**config.mk**
```make
export PLATFORM = sky130hd
export DESIGN_NAME = led_fb_cmd_ctrl
export DESIGN_NICKNAME = d
export VERILOG_FILES = /design/src/rtl/led_fb_cmd_ctrl.sv
export SDC_FILE = /design/constraint.sdc
export NUM_CORES = 1
export LEC_CHECK = 0
export CORE_MARGIN = 2
export CORE_UTILIZATION = 50
export DETAILED_ROUTE_END_ITERATION = 8
export PLACE_DENSITY_LB_ADDON = 0.2
export SLEW_MARGIN = 20
export SYNTH_ARGS = -nofsm -noshare
export SYNTH_HDL_FRONTEND = slang
export SYNTH_SLANG_ARGS = --single-unit
```
**constraint.sdc**
```tcl
create_clock -name clk -period 2.7 [get_ports clk]
set_input_delay 0.405 -clock clk [delete_from_list [all_inputs] [get_ports clk]]
set_output_delay 0.405 -clock clk [all_outputs]
set_load 0.03 [all_outputs]
```
**src/rtl/led_fb_cmd_ctrl.sv**
```systemverilog
// led_fb_cmd_ctrl
//   UART command decoder that draws into a 16x8 LED frame buffer. The buffer
//   has a single access port that is shared with the panel scanner. The
//   scanner always wins arbitration. Frame-buffer accesses from the command
//   side (RD/WR/CLR) wait in place while scan_req is high.
//
// Ports
//   clk        : clock, rising edge
//   reset_n    : asynchronous active-low reset
//   rx_dv      : one-cycle strobe, rx_data holds a received byte
//   rx_data    : received UART byte
//   scan_req   : scanner column-read request, held until acknowledged
//   scan_addr  : column index for the scanner read
//   scan_ack   : one-cycle acknowledge, scan_data valid
//   scan_data  : column byte, bit n is row n
//   rgb        : current draw colour {r,g,b}
//   busy       : high whenever the command FSM is not idle
//   cmd_err    : one-cycle error pulse
//
// Configuration
//   LED_FB_CMD_TIMEOUT_EN : when defined, ARG1/ARG2 give up after 65535
//                           byte-less cycles and pulse cmd_err.

module led_fb_cmd_ctrl (
  input  logic       clk,
  input  logic       reset_n,
  input  logic       rx_dv,
  input  logic [7:0] rx_data,
  input  logic       scan_req,
  input  logic [3:0] scan_addr,
  output logic       scan_ack,
  output logic [7:0] scan_data,
  output logic [2:0] rgb,
  output logic       busy,
  output logic       cmd_err
);

  typedef enum logic [2:0] {IDLE, ARG1, ARG2, RD, WR, CLR} state_e;
  typedef enum logic [1:0] {OP_SET, OP_CLR, OP_COL} op_e;

  localparam logic [7:0] ABORT_BYTE = 8'hF5;

  state_e     state, state_nx;
  op_e        op, op_nx;
  logic [3:0] col, col_nx;
  logic [2:0] row, row_nx;
  logic [7:0] hold, hold_nx;
  logic [3:0] clr_cnt, clr_cnt_nx;
  logic [2:0] rgb_nx;
  logic       err_nx;

  logic [7:0] fb [16];
  logic [3:0] port_addr;
  logic [7:0] port_rdata;
  logic       fb_we;
  logic [7:0] fb_wdata;
  logic       abort;
  logic [7:0] row_mask;

`ifdef LED_FB_CMD_TIMEOUT_EN
  logic [15:0] to_cnt;
`endif

  assign abort    = rx_dv && (rx_data == ABORT_BYTE);
  assign busy     = (state != IDLE);
  assign row_mask = 8'd1 << row;

  // Single port address: the scanner owns it whenever it asks. Otherwise the
  // address is the clear counter in CLR, or the latched column in RD/WR.
  always_comb begin
    if (scan_req)          port_addr = scan_addr;
    else if (state == CLR) port_addr = clr_cnt;
    else                   port_addr = col;
  end

  assign port_rdata = fb[port_addr];

  always_comb begin
    // NOTE: every combinational output gets a default first so that no path
    // leaves it unassigned, which would infer a latch.
    state_nx   = state;
    op_nx      = op;
    col_nx     = col;
    row_nx     = row;
    hold_nx    = hold;
    clr_cnt_nx = clr_cnt;
    rgb_nx     = rgb;
    err_nx     = 1'b0;
    fb_we      = 1'b0;
    fb_wdata   = hold;

    case (state)
      IDLE: begin
        if (rx_dv) begin
          case (rx_data[7:4])
            4'h0: rgb_nx = rx_data[2:0];
            4'h1: begin op_nx = OP_SET; state_nx = ARG1; end
            4'h2: begin op_nx = OP_CLR; state_nx = ARG1; end
            4'h3: begin clr_cnt_nx = 4'd0; state_nx = CLR; end
            4'h4: begin op_nx = OP_COL; state_nx = ARG1; end
            default: err_nx = (rx_data != ABORT_BYTE);
          endcase
        end
      end
      ARG1: begin
        if (rx_dv) begin
          if (abort) begin
            state_nx = IDLE;
          end else if (op == OP_COL) begin
            col_nx   = rx_data[3:0];
            state_nx = ARG2;
          end else if (rx_data[3]) begin
            err_nx   = 1'b1;
            state_nx = IDLE;
          end else begin
            col_nx   = rx_data[7:4];
            row_nx   = rx_data[2:0];
            state_nx = RD;
          end
        end
      end
      ARG2: begin
        if (rx_dv) begin
          if (abort) begin
            state_nx = IDLE;
          end else begin
            hold_nx  = rx_data;
            state_nx = WR;
          end
        end
      end
      RD: begin
        // The pixel edit is folded into the read so that WR is one plain
        // write for both pixel ops and column writes.
        if (!scan_req) begin
          hold_nx  = (op == OP_SET) ? (port_rdata | row_mask)
                                    : (port_rdata & ~row_mask);
          state_nx = WR;
        end
      end
      WR: begin
        if (!scan_req) begin
          fb_we    = 1'b1;
          state_nx = IDLE;
        end
      end
      CLR: begin
        if (!scan_req) begin
          fb_we      = 1'b1;
          fb_wdata   = 8'h00;
          clr_cnt_nx = clr_cnt + 4'd1;
          if (clr_cnt == 4'd15) state_nx = IDLE;
        end
      end
      default: state_nx = IDLE;
    endcase

    // Bytes arriving while the port-using states run: the abort byte wins
    // over a write granted in the same cycle, and any other byte is dropped.
    if (rx_dv && (state == RD || state == WR || state == CLR)) begin
      if (abort) begin
        state_nx = IDLE;
        fb_we    = 1'b0;
      end else begin
        err_nx = 1'b1;
      end
    end

`ifdef LED_FB_CMD_TIMEOUT_EN
    if ((state == ARG1 || state == ARG2) && !rx_dv && (to_cnt == 16'hFFFF)) begin
      err_nx   = 1'b1;
      state_nx = IDLE;
    end
`endif
  end

  // NOTE: sequential state uses non-blocking assignments only. Every
  // register then samples the pre-edge values of the others.
  always_ff @(posedge clk or negedge reset_n) begin
    if (!reset_n) begin
      state     <= IDLE;
      op        <= OP_SET;
      col       <= 4'd0;
      row       <= 3'd0;
      hold      <= 8'h00;
      clr_cnt   <= 4'd0;
      rgb       <= 3'b101;
      cmd_err   <= 1'b0;
      scan_ack  <= 1'b0;
      scan_data <= 8'h00;
    end else begin
      state    <= state_nx;
      op       <= op_nx;
      col      <= col_nx;
      row      <= row_nx;
      hold     <= hold_nx;
      clr_cnt  <= clr_cnt_nx;
      rgb      <= rgb_nx;
      cmd_err  <= err_nx;
      scan_ack <= scan_req;
      if (scan_req) scan_data <= port_rdata;
    end
  end

  // NOTE: the frame buffer must power up blank, so it is a reset register
  // array rather than an inferred RAM. A RAM cannot be cleared by reset.
  always_ff @(posedge clk or negedge reset_n) begin
    if (!reset_n) begin
      for (int i = 0; i < 16; i++) fb[i] <= 8'h00;
    end else if (fb_we) begin
      fb[port_addr] <= fb_wdata;
    end
  end

`ifdef LED_FB_CMD_TIMEOUT_EN
  // Counts byte-less cycles in the argument states. Any byte or any other
  // state restarts it. It wraps to 0 on the timeout cycle itself.
  always_ff @(posedge clk or negedge reset_n) begin
    if (!reset_n)                                          to_cnt <= 16'd0;
    else if ((state == ARG1 || state == ARG2) && !rx_dv)   to_cnt <= to_cnt + 16'd1;
    else                                                   to_cnt <= 16'd0;
  end
`endif

endmodule

```
# Word level (Yosys, flattened, before mapping)
# Cells that the tools add are included.
# Widths: inputs -> output; s select.
totals:
  ff_bits: 165
  input_bits: 16
  out_inout_bits: 14
  word_cells: 128
op_classes:
  addsub: 1
  order_cmp: 2
  n_eq_ne: 20
  shift: 1
  n_mux: 50
  bitwise: 7
  n_reduce_logical: 21
op_table:
  columns: ["cell", "count"]
  rows:
  - ["$bwmux 128", 1]
  - ["$mux 8", 9]
  - ["$bmux 8 s4", 1]
  - ["$demux 8 s4", 1]
  - ["$mux 3", 10]
  - ["$mux 4", 7]
  - ["$pmux 3 s6", 1]
  - ["$pmux 8 s2", 1]
  - ["$mux 1", 12]
  - ["$reduce_and 4->1", 3]
  - ["$ne 2x2->1 const B", 5]
  - ["$and 8x8->8", 1]
  - ["$eq 4x2->1 const B", 2]
  - ["$eq 8x8->1 const B", 1]
  - ["$ne 8x8->1 const B", 1]
  - ["$not 8->8", 1]
  - ["$or 8x8->8", 1]
  - ["$pmux 4 s2", 1]
  - ["$shl 1x3->8 const A", 1]
  - ["$eq 3x2->1 const B", 2]
  - ["$eq 3x3->1 const B", 2]
  - ["$mux 2", 3]
  - ["$pmux 2 s3", 1]
  - ["$pmux 3 s2", 1]
  - ["24 further kinds", 33]

# Logic depth before layout (Yosys ltp)
# Gate-level depths: netlist (run 1).
logic_depth:
  depth_word: 11
  ltp_mapped: 11
  mapped_depth_nobuf: 7

# Least setup slack after synthesis (run 1)
# OpenSTA, ideal clock, no wires.
synth_path:
  kind: "register to register"
  startpoint: "reg state[2]"
  endpoint: "reg fb[32] in the netlist's numbering"
  setup_time_ns: 0.128
  arrival_ns: 2.173
  t_required_ns: 2.572
  slack_ns: 0.399
  stages_incl_launch_ff: 9
  n_path_buf: 2
  period_less_slack_ns: 2.301
  cell_sequence: "dfrtp_1 buf_6 and4b_1 a211o_1 o21a_1 or3_4 buf_12 nor2_8 mux2_1"
synth_via:
  elab_chain_cells: 9
  word_cells_on_any_way: 20
  cone_classes: "2 x order compare; 3 x eq/ne; 9 x mux; 1 x bitwise; 5 x reduce/logical"
synth_lines:
  columns: ["element", "line", "rtl"]
  rows:
  - ["from (decl)", "43", "state_e state, state_nx;"]
  - ["from (signal assigned)", "192", "state <= state_nx;"]
  - ["$eq 3x3->1", "72, 92, 160", null]
  - ["$mux 4", "72", "else if (state == CLR) port_addr = clr_cnt;"]
  - ["$mux 4", "71", "if (scan_req) port_addr = scan_addr;"]
  - ["$not 4->5 (not written as such)", "211", "fb[port_addr] <= fb_wdata;"]
  - ["$ge 5x5->1 (not written as such) / $lt 5x1->1 (equally long branches)", "211", null]
  - ["$logic_and 1x1->1 (not written as such)", "211", null]
  - ["$mux 8 (not written as such)", "211", null]
  - ["$demux 8 s4", "211", null]
  - ["$bwmux 128", "211", null]
  - ["to (signal, indexed assignment)", "211", null]
  - ["to (decl)", "52", "logic [7:0] fb [16];"]
# Parallel ways exist; a longest one is shown, timed or not.
# A chain may end at the register's enable or synchronous reset.

# Worst setup path in the final report (run 1)
layout_path:
  startpoint: "reg state[1]"
  endpoint: "reg hold[4]"
layout_via:
  elab_chain_cells: 11
  word_cells_on_any_way: 19
  cone_classes: "6 x eq/ne; 8 x mux; 3 x bitwise; 2 x reduce/logical"
layout_lines:
  columns: ["element", "line", "rtl"]
  rows:
  - ["$eq 3x3->1", "72", null]
  - ["$mux 4", "72", null]
  - ["$mux 4", "71", null]
  - ["$not 4->5 (not written as such)", "76", "assign port_rdata = fb[port_addr];"]
  - ["$bmux 8 s4", "76", null]
  - ["$mux 8 (not written as such) (2 in a row)", "76", null]
  - ["$and 8x8->8 / $or 8x8->8 (equally long branches)", "137, 136", null]
  - ["$mux 8", "136", "hold_nx = (op == OP_SET) ? (port_rdata | row_mask)"]
  - ["$mux 8", "135", "if (!scan_req) begin"]
  - ["$pmux 8 s2", "92", "case (state)"]
  - ["to (signal assigned)", "196", "hold <= hold_nx;"]
  - ["to (decl)", "47", "logic [7:0] hold, hold_nx;"]
# Parallel ways exist; a longest one is shown, timed or not. The select of a mux whose other input is x is not followed.

==> flow_metrics.tcl, run 1 <==
set metrics [dict create \
    status "completed" \
    root_buffer "clkbuf_16" \
    nNetsFinal 850 \
    syn_nets 777 \
    hold_viol 0 \
    cp.arrival_ps 2960 \
    design.core.area_sq_mm 0.0164 \
    synth_top_cell_area_share 0.490 \
    grt_max_degree 80 \
    p_seq_frac 0.379 \
    grtUsageTotal 0.256 \
    critPathLaunchType "flip-flop" \
    mostFrequentLayoutCells "dfrtp_1, nand2_1, mux2_1, buf_4, nand3_1" \
    synth_ff_type "dfrtp_1" \
    path_class "reg2reg" \
    peakVddDrop_uv 625 \
    hpwl_um 14900 \
    wl_met2_um 11000 \
    finalMaxSlewViolations 0 \
    postPlaceCellArea_sq_mm 0.00942 \
    ys_warn_count 0 \
    synth-seq-cells 165 \
    dp_slack_ps -252 \
    worstPathRequired_ps 3060 \
    area_delta_synth_final_pct 21.5 \
    routed_wl_um 21400 \
    numCtsBuffers 17 \
    viasPerCell 5.95 \
    period_needed_ps 2590 \
    switching_share 0.358 \
    die_area_sq_mm 0.0177 \
    finalCritPeriodShare 0.961 \
    syn-cell-area_sq_mm 0.00833 \
    tns_ps 0 \
    fin_skew_ps 6.88 \
    holdCritPathClass "in2async" \
    drt_iter0_drc 452 \
    overflow 0 \
    tightest_slew_ps 1070 \
    power_density_mw_per_mm2 1030 \
    crit_fanout 11 \
    route.detailed.drc 0 \
    cts_tree "done" \
    ys_types 69 \
    initial_core_util 0.507 \
    rsz0062_at_grt "no" \
    holdWs_ps 1.24 \
    num_rows 47 \
    place_congestion 0.971 \
    cts_setup_buffers 0 \
    finalSetupViolations 0 \
    cts_num_sinks 165 \
    ant_nets 0 \
    postSynthAreaPerCell_sq_um 11.0 \
    via_count 6344 \
    fill_cells 1281 \
    wl_met1_um 8960 \
    h-tree-depth 4 \
    power_leakage_uw 0.00477 \
    wl_per_cell_um 20.1 \
    num_antenna_cells 0 \
    fin_area_sq_mm 0.0101 \
    final_layout_size_suffix_gt1_frac 0.188 \
    synth-edff-count 0 \
    clkLatencyLatePin_ps 430 \
    met3_length_um 970 \
    drv_cap 0 \
    setup_ws_ps 106 \
    synth_top_cells_by_area "dfrtp_1, mux2_1, nand2_1" \
    yosysSeqAreaShare 0.496 \
    drt-pass1-iter-count 5 \
    final_common_cell "dfrtp_1" \
    grt_first_pass_wirelength_um 35100 \
    grt_pass1_vias 6592 \
    slew-limit-headroom 0.289 \
    p_int_uw 6700 \
    pin_count 30 \
    clkPwrFrac 0.265 \
    async_flop_share 1.00 \
    clk_pin_slew_worst_paths_ps 60 \
    fmax_mhz 386 \
    cts_buffer_depth 2 \
    hold_buffers 0 \
    portBuffers 29 \
    die_h_um 133 \
    worst_setup_path_end_kind "flip-flop" \
    synth_top_cell_by_area "dfrtp_1" \
    postLayoutCoreUtil 0.617 \
    routed.top_layer "met4" \
    p_switching_uw 3740 \
    die_x_um 133 \
    antenna_found_initial 0 \
    p_comb_frac 0.357 \
    synthCells 760 \
]
[through the flow]
| step | cells | total power [uW] |
|---|---|---|
| 4_1_cts | 1066 | 10400 |
| 2_1_floorplan | 760 | 6170 |
| 3_3_place_gp | 1034 | 7470 |
| 6_report | 1066 | 10400 |
| 5_1_grt | 1066 | 11000 |
| 3_5_place_dp | 1034 | 7640 |
[registers in the layout (all words and copies together), names as in the netlist, 2 cells and up]
| signal | count |
|---|---|
| clr_cnt | 4 |
| col | 4 |
| fb | 128 |
| hold | 8 |
| op | 2 |
| rgb | 3 |
| row | 3 |
| scan_data | 8 |
| state | 3 |
[worst paths after layout]
| kind | slack, ps | cells after the start | endpoint | from |
|---|---|---|---|---|
| max in group asynchronous | 2010 | 2 | fb[27] | reset_n |
| worst max-delay path | 110 | 6 | hold[4] | state[1] |
| min in group clk | 490 | 1 | fb[127] | fb[127] |
| worst max register to register | 110 | 6 | hold[4] | state[1] |
| worst min register to register | 490 | 1 | fb[127] | fb[127] |
| worst min-delay path | 1 | 1 | fb[71] | reset_n |
[kinds of logic (layout without fill, tap and decap cells)]
group | count (synthesis) | after routing | synth area share
AND/OR/NAND/NOR | 271 | 271 | 0.167
AO/OA/AOI/OAI | 123 | 123 | 0.108
buffers and inverters | 56 | 142 | 0.0344
flip-flops | 165 | 165 | 0.496
adder cells (fa/ha/maj) | 1 | 1 | 0.00150
multiplexers | 142 | 142 | 0.192
XOR/XNOR | 2 | 2 | 0.00210
[Yosys cell counts, drive strengths merged, types with 2 or more instances]
cell and instances:
a211oi 5, a21boi 14, a21oi 33, a2bb2oi 2, a31oi 12, a32o 3, a32oi 10, and2 9
and3 2, and4b 3, buf 26, clkbuf 24, dfrtp 163, dfstp 2, inv 6, mux2 139
mux2i 3, nand2 138, nand2b 2, nand3 47, nand3b 2, nand4 2, nor2 43, nor3 9
nor4 2, o21a 2, o21ai 10, o221a 6, o221ai 2, o22ai 7, o311a 3, o311ai 5
o32ai 2, or2 3, or3 4, xor2 2
[power by group through the flow]
stage | logic (uW) | clock network [uW] | registers (uW)
6_report | 3720 | 2760 | 3950
5_1_grt | 4030 | 2910 | 4070
4_1_cts | 3710 | 2790 | 3940
3_5_place_dp | 3670 | 0 | 3970
3_3_place_gp | 3550 | 0 | 3910
2_1_floorplan | 2290 | 0 | 3880
[what timing repair did]
action                     in CTS  in global routing
gates resized for setup         0                  4
setup endpoints to repair       0                 11
hold endpoints to repair        0                  0
[final cells by class]
type | instances | area (sq um) | share of cell area
Tap cell | 220 | 275 | 0.0272
Inverter | 6 | 22.5 | 0.00223
Multi-Input combinational cell | 539 | 3940 | 0.389
Sequential cell | 165 | 4130 | 0.409
Timing Repair Buffer | 104 | 1070 | 0.106
Clock inverter | 12 | 228 | 0.0225
Clock buffer | 20 | 447 | 0.0442
[worst max-delay path, stage by stage (launching register included)]
cell	delay, ps
dfrtp_1	480
nand3b_4	250
a211o_1	360
o21a_1	130
or3_4	520
o311ai_2	510
o221a_1	260
[routing by layer]
| layer | up-vias | GRT usage |
|---|---|---|
| met5 | - | 0 |
| met4 | 0 | 0.0944 |
| met3 | 40 | 0.0471 |
| met2 | 179 | 0.442 |
| met1 | 3253 | 0.323 |
| li1 | 2872 | - |
Power figures use the tool's default switching activity.
==> inputs of run 2 (changes only) <==
--- a/config.mk
+++ b/config.mk
@@ -8,6 +8,7 @@
 export CORE_MARGIN = 2
 export CORE_UTILIZATION = 50
 export DETAILED_ROUTE_END_ITERATION = 8
+export GPL_ROUTABILITY_DRIVEN = 0
 export PLACE_DENSITY_LB_ADDON = 0.2
 export SLEW_MARGIN = 20
 export SYNTH_ARGS = -nofsm -noshare
==> flow_metrics.tcl, run 2 (synthesis results as in run 1) <==
set metrics [dict create \
    status "completed" \
    cts_buffer_depth 2 \
    num_antenna_cells 0 \
    fmax_mhz 386 \
    rsz0062_at_grt "no" \
    mostFrequentLayoutCells "dfrtp_1, nand2_1, mux2_1, buf_4, nand3_1" \
    holdCritPathClass "in2async" \
    rr_worst_depth 9 \
    grt_max_degree 74 \
    root_buffer "clkbuf_16" \
    portBuffers 29 \
    critPathLaunchType "flip-flop" \
    finalMaxSlewViolations 0 \
    cts_num_sinks 165 \
    slew-limit-headroom 0.299 \
    numCtsBuffers 17 \
    die_area_sq_mm 0.0177 \
    initial_core_util 0.507 \
    r2r_slack_ps 110 \
    route.detailed.drc 0 \
    hold_viol 0 \
    tns_ps 0 \
    nNetsFinal 854 \
    grt_first_pass_wirelength_um 34200 \
    drt-pass1-iter-count 4 \
    total_power_uw 10100 \
    multi_input_area_sq_mm 0.00394 \
    hpwl_um 14700 \
    antenna_found_initial 0 \
    cp.arrival_ps 2850 \
    drt_iter0_drc 422 \
    worst_setup_path_end_kind "flip-flop" \
    startpoint "state[1]" \
    top_regs "fb (128), hold (8), scan_data (8)" \
    reg2reg_to "hold[2]" \
    power_leakage_uw 0.00476 \
    pin_count 30 \
    max_flop_register "fb" \
    viasPerCell 5.92 \
    final_common_cell "dfrtp_1" \
    via_count 6338 \
    path_class "reg2reg" \
    h-tree-depth 4 \
    die_h_um 133 \
    regToRegStartpoint "state[1]" \
    ant_nets 0 \
    fin_skew_ps 6.98 \
    final-seq-area_sq_mm 0.00413 \
    finalSetupViolations 0 \
    grt_pass1_vias 6561 \
    power_density_mw_per_mm2 1010 \
    final_layout_size_suffix_gt1_frac 0.189 \
    largest_reg_flops 128 \
    wl_per_cell_um 19.6 \
    peakVddDrop_uv 697 \
    die_x_um 133 \
    overflow 0 \
    crit_fanout 22 \
    worstPathRequired_ps 2960 \
    area_delta_synth_final_pct 21.0 \
    routed_wl_um 21000 \
    fill_cells 1315 \
    drv_cap 0 \
    tightest_slew_ps 1050 \
    design.core.area_sq_mm 0.0164 \
    finalCritPeriodShare 0.960 \
    num_rows 47 \
    clk_pin_slew_worst_paths_ps 60 \
    cts_tree "done" \
    grtUsageTotal 0.248 \
    period_needed_ps 2590 \
    clkLatencyLatePin_ps 430 \
]
-- run 2: cell types whose count changed in the layout (fill, tap and decap cells not counted), moves of 3 or more --
cell and delta:
clkinv_4 -4, buf_4 +4, clkinv_2 +4, bufinv_16 -3
-- run 2: worst max-delay path by stage --
stage | to | slack [ps] | cells after the start
2_1_floorplan | fb[32] | 400 | 8
3_3_place_gp | scan_data[3] | -210 | 9
3_5_place_dp | scan_data[5] | -230 | 10
4_1_cts | scan_data[5] | 130 | 9
5_1_grt | hold[2] | 0.06 | 9
6_report | hold[2] | 110 | 9
-- run 2: through the flow --
step / std cells / instance area (sq um) / worst slack [ps] / hold WS [ps] / utilization
after global routing: 1070 / 10100 / 0.0648 / 47.6 / 0.614
after floorplan: 760 / 8330 / 399 / 109 / -
final: 1070 / 10100 / 108 / 3.14 / 0.614
after global placement: 1038 / 9470 / -206 / 462 / 0.577
after detailed placement: 1038 / 9470 / -228 / 475 / 0.577
after CTS: 1070 / 10100 / 134 / 24.7 / 0.613
-- run 2: worst max-delay path, cell delays in order (launching register included) --
cell	delay, ps
dfrtp_1	470
nand3b_4	240
a211oi_2	320
or2_1	190
buf_12	190
buf_12	140
nand3_1	70
a32oi_1	380
o311a_1	310
a31oi_1	110
-- run 2: where the power goes --
group	switching, uW	internal, uW	leakage, uW
combinational	2120	1610	0.00226
clock	959	1490	0.000290
sequential	577	3370	0.00221
-- run 2: final cells by class --
class	count	area share
flip-flops and latches	165	0.410
multi-input cells	539	0.391
repair buffers	108	0.110
clock buffers	22	0.0461
well taps	220	0.0273
clock inverters	10	0.0129
inverters	6	0.00224
-- run 2: what timing repair did --
action,4_1_cts,5_1_grt
resized for setup,0,2
hold buffers,0,0
buffers inserted,0,0
endpoints found under the setup margin,0,3
-- run 2: metal layers --
layer | up-vias | track usage | part of all wire
met5 | - | 0 | 0
met4 | 0 | 0.108 | 0.034
met3 | 49 | 0.0498 | 0.038
met2 | 184 | 0.419 | 0.50
met1 | 3230 | 0.312 | 0.43
li1 | 2875 | - | -
